### src/rtl/intr_pkg.sv
// Shared definitions for the interrupt controller: register map, FSM states
// and STATUS register layout.
// Optional build macro: INTR_VECTOR_TABLE_EN (per-source handler vectors).
package intr_pkg;

    // Register map (word indices on the wr_addr / rd_addr buses)
    localparam int unsigned ADDR_PENDING   = 32'd0;
    localparam int unsigned ADDR_ENABLE    = 32'd1;
    localparam int unsigned ADDR_VECTOR    = 32'd2;
    localparam int unsigned ADDR_STATUS    = 32'd3;
    localparam int unsigned ADDR_VEC_TABLE = 32'd4;

    // STATUS layout: in_service and irq in the top bits, irq_id in the LSBs
    localparam int unsigned STATUS_IN_SERVICE_BIT = 31;
    localparam int unsigned STATUS_IRQ_BIT        = 30;

    // Request/service life cycle of one interrupt
    typedef enum logic [1:0] {
        IDLE    = 2'd0,
        REQ     = 2'd1,
        SERVICE = 2'd2
    } intr_state_t;

endpackage

### src/rtl/intr_prio_enc.sv
// Lowest-index-wins priority encoder: bit 0 has the highest priority.
// Purely combinational; valid_o is low when no request bit is set.
module intr_prio_enc
    import intr_pkg::*;
#(
    parameter int N_SRC = 4,
    parameter int ID_W  = (N_SRC > 1) ? $clog2(N_SRC) : 1
) (
    input  logic [N_SRC-1:0] req_i,
    output logic [ID_W-1:0]  id_o,
    output logic             valid_o
);

    // Scan from the top down so the lowest set index is the last to write
    always_comb begin
        id_o    = '0;
        valid_o = 1'b0;
        for (int i = N_SRC - 1; i >= 0; i--) begin
            if (req_i[i]) begin
                id_o    = ID_W'(i);
                valid_o = 1'b1;
            end
        end
    end

endmodule

### src/rtl/intr_ctrl.sv
// Parametrised interrupt controller.
// Rising edges on src_req latch into pending bits; pending & enable is
// arbitrated (source 0 highest) and a single registered irq is raised with
// the winning id and handler vector. Software clears pending bits with a
// write-1-to-clear; taking the interrupt does not acknowledge it.
// Optional build macro: INTR_VECTOR_TABLE_EN
//   defined   : one vector register per source at addr 4+i, VECTOR reads 0
//   undefined : a single VECTOR register serves every source
//
// Handshake: irq stays high from the cycle after arbitration until the CPU
// pulses irq_take (accepted only in REQ) or the masked pending set drops to
// zero; iret is accepted only in SERVICE and returns the FSM to IDLE.
module intr_ctrl
    import intr_pkg::*;
#(
    parameter int N_SRC  = 4,
    parameter int VEC_W  = 32,
`ifdef INTR_VECTOR_TABLE_EN
    // Addresses 4..4+N_SRC-1 must fit; widen further for very large N_SRC
    parameter int ADDR_W = (N_SRC > 4) ? 4 : 3,
`else
    parameter int ADDR_W = 3,
`endif
    parameter int ID_W   = (N_SRC > 1) ? $clog2(N_SRC) : 1
) (
    input  logic              clk,
    input  logic              reset,
    input  logic [N_SRC-1:0]  src_req,
    input  logic              wr_en,
    input  logic [ADDR_W-1:0] wr_addr,
    input  logic [31:0]       wr_data,
    input  logic [ADDR_W-1:0] rd_addr,
    output logic [31:0]       rd_data,
    output logic              irq,
    output logic [ID_W-1:0]   irq_id,
    output logic [VEC_W-1:0]  irq_vec,
    input  logic              irq_take,
    input  logic              iret,
    output logic              in_service
);

    // ------------------------------------------------------------------
    // Register file state
    // ------------------------------------------------------------------
    logic [N_SRC-1:0] pending_q, pending_d;
    logic [N_SRC-1:0] enable_q, enable_d;
    logic [N_SRC-1:0] src_prev_q;
    logic [N_SRC-1:0] src_rise;
    logic [N_SRC-1:0] w1c_mask;
    logic [N_SRC-1:0] active;

    // FSM state and its registered outputs
    intr_state_t      state_q;
    logic             irq_q;
    logic             in_service_q;
    logic [ID_W-1:0]  irq_id_q;
    logic [VEC_W-1:0] irq_vec_q;

    // Arbitration result for the current cycle
    logic [ID_W-1:0]  win_id;
    logic             win_valid;
    logic [VEC_W-1:0] win_vec;

    // Addresses widened to 32 bits so decode never aliases on a narrow bus
    logic [31:0] wr_addr_ext;
    logic [31:0] rd_addr_ext;
    logic        wr_pending;
    logic        wr_enable;

    assign wr_addr_ext = 32'(wr_addr);
    assign rd_addr_ext = 32'(rd_addr);
    assign wr_pending  = wr_en && (wr_addr_ext == ADDR_PENDING);
    assign wr_enable   = wr_en && (wr_addr_ext == ADDR_ENABLE);

    // ------------------------------------------------------------------
    // Pending / enable next-state: a new rising edge beats a W1C of the
    // same bit in the same cycle, so no request is ever lost.
    // ------------------------------------------------------------------
    assign src_rise  = src_req & ~src_prev_q;
    assign w1c_mask  = wr_pending ? wr_data[N_SRC-1:0] : '0;
    assign pending_d = (pending_q & ~w1c_mask) | src_rise;
    assign enable_d  = wr_enable ? wr_data[N_SRC-1:0] : enable_q;
    assign active    = pending_q & enable_q;

    // Pending, enable and edge-detect history registers
    always_ff @(posedge clk) begin
        if (reset) begin
            pending_q  <= '0;
            enable_q   <= '0;
            src_prev_q <= '0;
        end else begin
            pending_q  <= pending_d;
            enable_q   <= enable_d;
            src_prev_q <= src_req;
        end
    end

    // ------------------------------------------------------------------
    // Handler vector storage
    // ------------------------------------------------------------------
`ifdef INTR_VECTOR_TABLE_EN
    logic [VEC_W-1:0] vec_tbl_q [N_SRC];
    logic [N_SRC-1:0] vec_wr;

    // Per-entry write strobes for the vector table at addr 4+i
    always_comb begin
        vec_wr = '0;
        for (int i = 0; i < N_SRC; i++) begin
            vec_wr[i] = wr_en && (wr_addr_ext == ADDR_VEC_TABLE + 32'(i));
        end
    end

    // Vector table registers
    always_ff @(posedge clk) begin
        if (reset) begin
            for (int i = 0; i < N_SRC; i++) begin
                vec_tbl_q[i] <= '0;
            end
        end else begin
            for (int i = 0; i < N_SRC; i++) begin
                if (vec_wr[i]) begin
                    vec_tbl_q[i] <= VEC_W'(wr_data);
                end
            end
        end
    end

    // Select the winner's vector (loop avoids out-of-range indexing)
    always_comb begin
        win_vec = '0;
        for (int i = 0; i < N_SRC; i++) begin
            if (win_id == ID_W'(i)) begin
                win_vec = vec_tbl_q[i];
            end
        end
    end
`else
    logic [VEC_W-1:0] vec_base_q;

    // Single shared handler base address
    always_ff @(posedge clk) begin
        if (reset) begin
            vec_base_q <= '0;
        end else if (wr_en && (wr_addr_ext == ADDR_VECTOR)) begin
            vec_base_q <= VEC_W'(wr_data);
        end
    end

    assign win_vec = vec_base_q;
`endif

    // ------------------------------------------------------------------
    // Arbitration
    // ------------------------------------------------------------------
    intr_prio_enc #(
        .N_SRC (N_SRC),
        .ID_W  (ID_W)
    ) u_prio_enc (
        .req_i   (active),
        .id_o    (win_id),
        .valid_o (win_valid)
    );

    // ------------------------------------------------------------------
    // Request FSM: id and vector are latched on entry to REQ and held, so
    // a higher-priority arrival does not change what the CPU was offered.
    // ------------------------------------------------------------------
    always_ff @(posedge clk) begin
        if (reset) begin
            state_q      <= IDLE;
            irq_q        <= 1'b0;
            in_service_q <= 1'b0;
            irq_id_q     <= '0;
            irq_vec_q    <= '0;
        end else begin
            case (state_q)
                IDLE: begin
                    if (win_valid) begin
                        state_q   <= REQ;
                        irq_q     <= 1'b1;
                        irq_id_q  <= win_id;
                        irq_vec_q <= win_vec;
                    end
                end
                REQ: begin
                    if (irq_take) begin
                        state_q      <= SERVICE;
                        irq_q        <= 1'b0;
                        in_service_q <= 1'b1;
                    end else if (!win_valid) begin
                        // Acked or masked before the CPU trapped: withdraw
                        state_q <= IDLE;
                        irq_q   <= 1'b0;
                    end
                end
                SERVICE: begin
                    // No nesting: new pending bits wait until iret
                    if (iret) begin
                        state_q      <= IDLE;
                        in_service_q <= 1'b0;
                    end
                end
                default: begin
                    state_q      <= IDLE;
                    irq_q        <= 1'b0;
                    in_service_q <= 1'b0;
                end
            endcase
        end
    end

    // ------------------------------------------------------------------
    // Combinational register read mux; unmapped and unused bits read 0
    // ------------------------------------------------------------------
    always_comb begin
        rd_data = '0;
        case (rd_addr_ext)
            ADDR_PENDING: rd_data[N_SRC-1:0] = pending_q;
            ADDR_ENABLE:  rd_data[N_SRC-1:0] = enable_q;
`ifndef INTR_VECTOR_TABLE_EN
            ADDR_VECTOR:  rd_data = 32'(vec_base_q);
`endif
            ADDR_STATUS: begin
                rd_data[STATUS_IN_SERVICE_BIT] = in_service_q;
                rd_data[STATUS_IRQ_BIT]        = irq_q;
                rd_data[ID_W-1:0]              = irq_id_q;
            end
            default: rd_data = '0;
        endcase
`ifdef INTR_VECTOR_TABLE_EN
        for (int i = 0; i < N_SRC; i++) begin
            if (rd_addr_ext == ADDR_VEC_TABLE + 32'(i)) begin
                rd_data = 32'(vec_tbl_q[i]);
            end
        end
`endif
    end

    assign irq        = irq_q;
    assign irq_id     = irq_id_q;
    assign irq_vec    = irq_vec_q;
    assign in_service = in_service_q;

endmodule

### config.mk
export PLATFORM = sky130hd
export DESIGN_NAME = intr_ctrl
export DESIGN_NICKNAME = d
export VERILOG_FILES = /design/src/rtl/intr_pkg.sv /design/src/rtl/intr_prio_enc.sv /design/src/rtl/intr_ctrl.sv
export SDC_FILE = /design/constraint.sdc
export NUM_CORES = 1
export LEC_CHECK = 0
export ABC_CLOCK_PERIOD_IN_PS = 1900
export CAP_MARGIN = 15
export CORE_ASPECT_RATIO = 0.5
export CORE_MARGIN = 3
export CORE_UTILIZATION = 48
export CTS_CLUSTER_SIZE = 10
export DETAILED_ROUTE_END_ITERATION = 16
export PLACE_DENSITY = 0.93
export SLEW_MARGIN = 40
export SYNTH_ARGS = -nofsm -noshare
export SYNTH_HDL_FRONTEND = slang
export SYNTH_SLANG_ARGS = --single-unit
### constraint.sdc
create_clock -name clk -period 1.9 [get_ports clk]
set_clock_uncertainty 0.1 [all_clocks]
set_input_delay 0.285 -clock clk [delete_from_list [all_inputs] [get_ports clk]]
set_output_delay 0.285 -clock clk [all_outputs]
set_load 0.01 [all_outputs]
==> results_dict.tcl, run 1 <==
set metrics [dict create \
    hp-start "reset" \
    boundaryPins 115 \
    root_buffer "clkbuf_16" \
    grt_util_all_layers_pct 24.3 \
    yosysSeqAreaShare_pct 49.8 \
    clock-sinks 82 \
    drt.antenna.violating_nets 0 \
    relSlewSlack_pct 76.8 \
    critPathMaxStageDelay_ns 0.28 \
    grt_overflow 0 \
    drtIter0Drc 198 \
    hold_class "in2reg" \
    rr_startpoint "pending_q[1]" \
    rsz0062_at_grt "false" \
    synthArstFlopShare_pct 0 \
    dp.cells 595 \
    coreArea_mm2 0.00636 \
    cp.arrival_ns 1.43 \
    criticalPathCategory "in2out" \
    post_cts_buffers 0 \
    cts_max_path_buffers 2 \
    chipHeight_um 64.6 \
    h-tree-depth 3 \
    crit_slowest_cell "dlygate4sd2_1" \
    final_layout_size_suffix_gt1_share_pct 10.7 \
    clock.fmax_mhz 552 \
    portBuffers 114 \
    finalWirelength_um 9300 \
    status "finished clean" \
    required_ns 1.51 \
    synthToLayoutAreaGrowth_pct 46.7 \
    grt_start_max_net_pins 70 \
    drc 0 \
    clock_latency_ns 0.33 \
    cpMostUsedCell "dlygate4sd2_1" \
    synth_fp_nets 451 \
    worstPathCellList "dlygate4sd2_1, and2b_2, buf_12, and2_1, dlygate4sd2_1" \
    place_area_mm2 0.00456 \
    cts_tree "done" \
    antenna_found_initial 0 \
    worstMarginPinSlew_ns 0.342 \
    synthCells 404 \
    place_congestion 0.919 \
    fp-row-count 20 \
    start_util_pct 51.8 \
    synth_edf_count 0 \
    cts_buffers 9 \
    post-route-min-period_ns 1.81 \
    first_global_vias 3139 \
    cp-start-kind "primary input" \
    post_drt_wl_per_cell_um 15.2 \
    finalNetCount 565 \
    synthFlopType "dfxtp_1" \
    critPathLaunch "rd_addr[2]" \
    stdcell_area_mm2 0.00483 \
    clk_pin_slew_ns 0.06 \
    finalNonFillerCells 612 \
    hold_viol_final 0 \
    dr.pass1.iters 4 \
    die_area_mm2 0.00795 \
    slew_viol_final 0 \
    grt_pass1_wl_um 15200 \
    powerDensity_mw_per_mm2 790 \
    vdd_ir_drop_max_mv 0.477 \
    worstSetupEndpointType "primary output" \
    ys_ff_latch 82 \
    post_drt_via_cell_ratio 5.13 \
    fin_crit_sh_pct 95.4 \
    vias 3141 \
    synth_area_mm2 0.00329 \
    cp_max_fo 26 \
    ys_types 32 \
    setup_viol 0 \
    p_leak_nw 1.86 \
    fp.dieW_um 123 \
    yosysWarnings 0 \
    dp_hpwl_um 6290 \
    drv_cap 0 \
    synth_area_per_cell_um2 8.15 \
]
==> report_power, final <==
| part | leakage [nW] | internal, mW | switching (mW) |
|---|---|---|---|
| logic | 1.04 | 0.153 | 0.127 |
| clock network | 0.153 | 1.09 | 0.673 |
| registers | 0.667 | 1.75 | 0.0261 |
| total | 1.86 | 2.99 | 0.826 |
==> state kept, by name, summed over array words and instances (netlist names) <==
register and count:
src_prev_q 4, state_q 2, in_service 1, irq 1, enable_q 4, vec_base_q 32
irq_vec 32, pending_q 4, irq_id 2
==> final timing paths <==
| path | endpoint | slack, ns | depth (start not counted) |
|---|---|---|---|
| setup / recovery | rd_data[29] | 0.09 | 5 |
| hold / removal | pending_q[2] | 0.21 | 2 |
| setup reg to reg | irq_vec[5] | 0.32 | 6 |
| hold reg to reg | irq_vec[2] | 0.35 | 2 |
==> cells in the mapped netlist (2+ instances only) <==
cell,instances,area share (%)
mux2i_1,8,2.4
buf_6,3,1.0
dfxtp_1,82,50
a21oi_1,69,10
buf_2,5,0.76
mux4_2,2,1.4
a21oi_2,6,1.6
buf_4,3,0.68
nor4b_1,2,0.53
nor2_1,20,2.3
clkbuf_1,13,1.5
nand2_1,136,15
and2_1,27,5.1
nor2b_1,10,1.9
==> cell type report <==
type / count / area (um2)
timing repair buffer: 129 / 1250
tap: 88 / 110
fill: 442 / 1520
clock buffer: 12 / 256
antenna: 1 / 2.50
sequential: 82 / 1650
multi-input combinational: 296 / 1510
clock inverter: 4 / 48.8
==> what timing repair did <==
item	CTS	global route
resized for setup	49	4
gates cloned	0	0
endpoints found under the setup margin	32	4
hold buffers	0	0
==> worst max-delay path, delay by kind of cell <==
family,cells,cell delay (ns)
buffers and inverters,3,0.71
AND/OR/NAND/NOR,2,0.43
==> layout by cell type (no fill, tap or decap), types with 3 or more instances in the layout <==
| cell type | count |
|---|---|
| nor2b_1 | 10 |
| dfxtp_1 | 76 |
| clkbuf_16 | 9 |
| clkdlybuf4s50_1 | 78 |
| buf_4 | 10 |
| dlygate4sd2_1 | 31 |
| a21oi_1 | 69 |
| buf_2 | 3 |
| a21oi_2 | 6 |
| dfxtp_2 | 5 |
| and2_1 | 27 |
| nand2_1 | 136 |
| mux2i_1 | 8 |
| nor2_1 | 20 |
| buf_12 | 4 |
==> cell families after synthesis <==
kind of cell    Yosys count  synth area share (%)
simple gates            202                  27.3
flops                    82                  49.8
compound gates           84                  14.9
buf+inv                  26                  4.22
mux                      10                  3.80
==> stage by stage <==
stage / setup TNS, ns / worst slack, ns / hold slack (ns) / utilization [%] / power (mW)
6_report: 0 / 0.0869 / 0.207 / 76.0 / 3.82
5_1_grt: 0 / 0.0386 / 0.210 / 76.0 / 3.94
2_1_floorplan: 0 / 0.372 / 0.313 / - / 1.93
3_3_place_gp: -15.82 / -0.527 / 0.341 / 71.8 / 2.09
3_5_place_dp: -16.91 / -0.586 / 0.346 / 71.8 / 2.09
4_1_cts: 0 / 0.00183 / 0.195 / 76.2 / 3.84
==> metal layers <==
layer	GRT usage [%]	up-vias	share of wire (%)	routed length, um
met5	0	-	0	0
met4	12.3	0	3.3	306
met2	41.1	100	50	4640
met3	6.63	33	5.2	484
met1	28.6	1463	42	3870
li1	-	1545	-	-
Power figures use the tool's default switching activity.
==> run 2, diff against run 1 <==
Settings changed: SLEW_MARGIN 40 to default.
==> results of run 2 <==
The final DEF is identical to that of run 1; final timing and power are the same.
==> run 3, diff against run 2 <==
Settings changed: CORE_MARGIN 3 to 10.
==> results_dict.tcl, run 3 (synthesis results as in run 1) <==
set metrics [dict create \
    status "finished clean" \
    mostFrequentLayoutCell "nand2_1" \
    regArea_mm2 0.00165 \
    cts_buffers 9 \
    multi_input_area_mm2 0.00152 \
    grt_overflow 0 \
    fp.dieW_um 137 \
    drtIter0Drc 184 \
    drv_cap 0 \
    postCtsHoldBufs 0 \
    worstMarginPinSlew_ns 0.364 \
    powerDensity_mw_per_mm2 823 \
    pwr-share-clk_pct 47.7 \
    cp_max_fo 4 \
    clock_latency_ns 0.34 \
    clock-sinks 82 \
    switching_share_pct 21.4 \
    fill_cells 519 \
    cp-start-kind "flop" \
    cp.arrival_ns 1.42 \
    layout_common_cells "nand2_1 (136), clkdlybuf4s50_1 (78), dfxtp_1 (77), a21oi_1 (69), buf_2 (30)" \
    fin_total_pwr_mw 3.94 \
    dp.cells 600 \
    fp-row-count 21 \
    final_layout_size_suffix_gt1_share_pct 16.9 \
    drt.antenna.violating_nets 0 \
    h-tree-depth 3 \
    setup_viol 0 \
    grt_pass1_wl_um 15700 \
    root_buffer "clkbuf_16" \
    first_global_vias 3075 \
    coreArea_mm2 0.00667 \
    cts_tree "done" \
    hold_viol_final 0 \
    grt_start_max_net_pins 75 \
    post_drt_wl_per_cell_um 16.2 \
    seq_power_share_pct 45.1 \
    die_area_mm2 0.0108 \
    clk_pin_slew_ns 0.06 \
    vias 3136 \
    cts_max_path_buffers 2 \
    power.net_switching_uw 841 \
    start_util_pct 49.4 \
    cell_internal_pwr_mw 3.10 \
    finalNetCount 570 \
    post-route-min-period_ns 1.81 \
    boundaryPins 115 \
    tns_ns 0 \
    portBuffers 114 \
    antenna_found_initial 0 \
    clock.fmax_mhz 553 \
    n_antenna_cell 0 \
    grt_util_all_layers_pct 18.3 \
    required_ns 1.51 \
    slew_viol_final 0 \
    synthToLayoutAreaGrowth_pct 45.2 \
    place_congestion 0.871 \
    dp_hpwl_um 7140 \
    worstSetupEndpointType "primary output" \
    hold_class "in2reg" \
    drc 0 \
    finalNonFillerCells 620 \
    p_leak_nw 1.80 \
    chipHeight_um 78.6 \
    finalWirelength_um 10000 \
    combPwrFrac_pct 7.2 \
    fin_crit_sh_pct 95.1 \
    relSlewSlack_pct 75.8 \
    dr.pass1.iters 4 \
    post_drt_via_cell_ratio 5.06 \
    vdd_ir_drop_max_mv 0.666 \
    final.hold.worst_slack_ns 0.151 \
    criticalPathCategory "reg2out" \
]
==> run 3: final cells by class <==
type	instances	area share, %
clock buffer	12	5.15
clock inverter	4	1.54
multi-input combinational	296	31.8
sequential	82	34.4
tap	92	2.41
timing repair buffer	134	24.7
==> run 3: power by group through the flow <==
| stage | sequential (mW) | combinational [mW] | clock (mW) |
|---|---|---|---|
| 6_report | 1.78 | 0.285 | 1.88 |
| 4_1_cts | 1.77 | 0.284 | 1.90 |
| 2_1_floorplan | 1.81 | 0.121 | 0 |
| 3_3_place_gp | 1.81 | 0.275 | 0 |
| 3_5_place_dp | 1.81 | 0.280 | 0 |
| 5_1_grt | 1.78 | 0.309 | 1.97 |
==> run 3: final timing paths <==
check | startpoint | end | slack (ns) | cells past startpoint
min | reset | state_q[1] | 0.15 | 2
min reg2reg | irq_vec[14] | irq_vec[14] | 0.35 | 2
max | pending_q[3] | rd_data[3] | 0.09 | 5
max reg2reg | pending_q[1] | irq_vec[2] | 0.27 | 6
==> run 3: metal layers <==
layer / track usage [%] / vias up / part of all wire [%]
met1: 19.7 / 1491 / 40
met2: 32.9 / 81 / 51
li1: - / 1550 / -
met4: 5.02 / 0 / 1.5
met3: 7.12 / 14 / 6.9
met5: 0 / - / 0
==> run 3: worst max-delay path, stage by stage, from the launching register on <==
cell and delay (ns):
dfxtp_1 0.36, mux2i_2 0.19, nor2_1 0.07, a21oi_1 0.13
nor2_1 0.05, dlygate4sd2_1 0.28
==> run 3: per-stage QoR <==
step	instance area [um2]	util, %	worst slack (ns)
6_report	4780	71.7	0.0929
5_1_grt	4780	71.7	-0.0185
4_1_cts	4790	71.8	0.00953
3_5_place_dp	4560	68.4	-0.616
3_3_place_gp	4560	68.4	-0.564
2_1_floorplan	3290	-	0.372
==> run 3: what timing repair did <==
item,in CTS,in global routing
endpoints found under the setup margin,32,8
gates resized for setup,131,7
cloned,1,0
buffers inserted,2,1
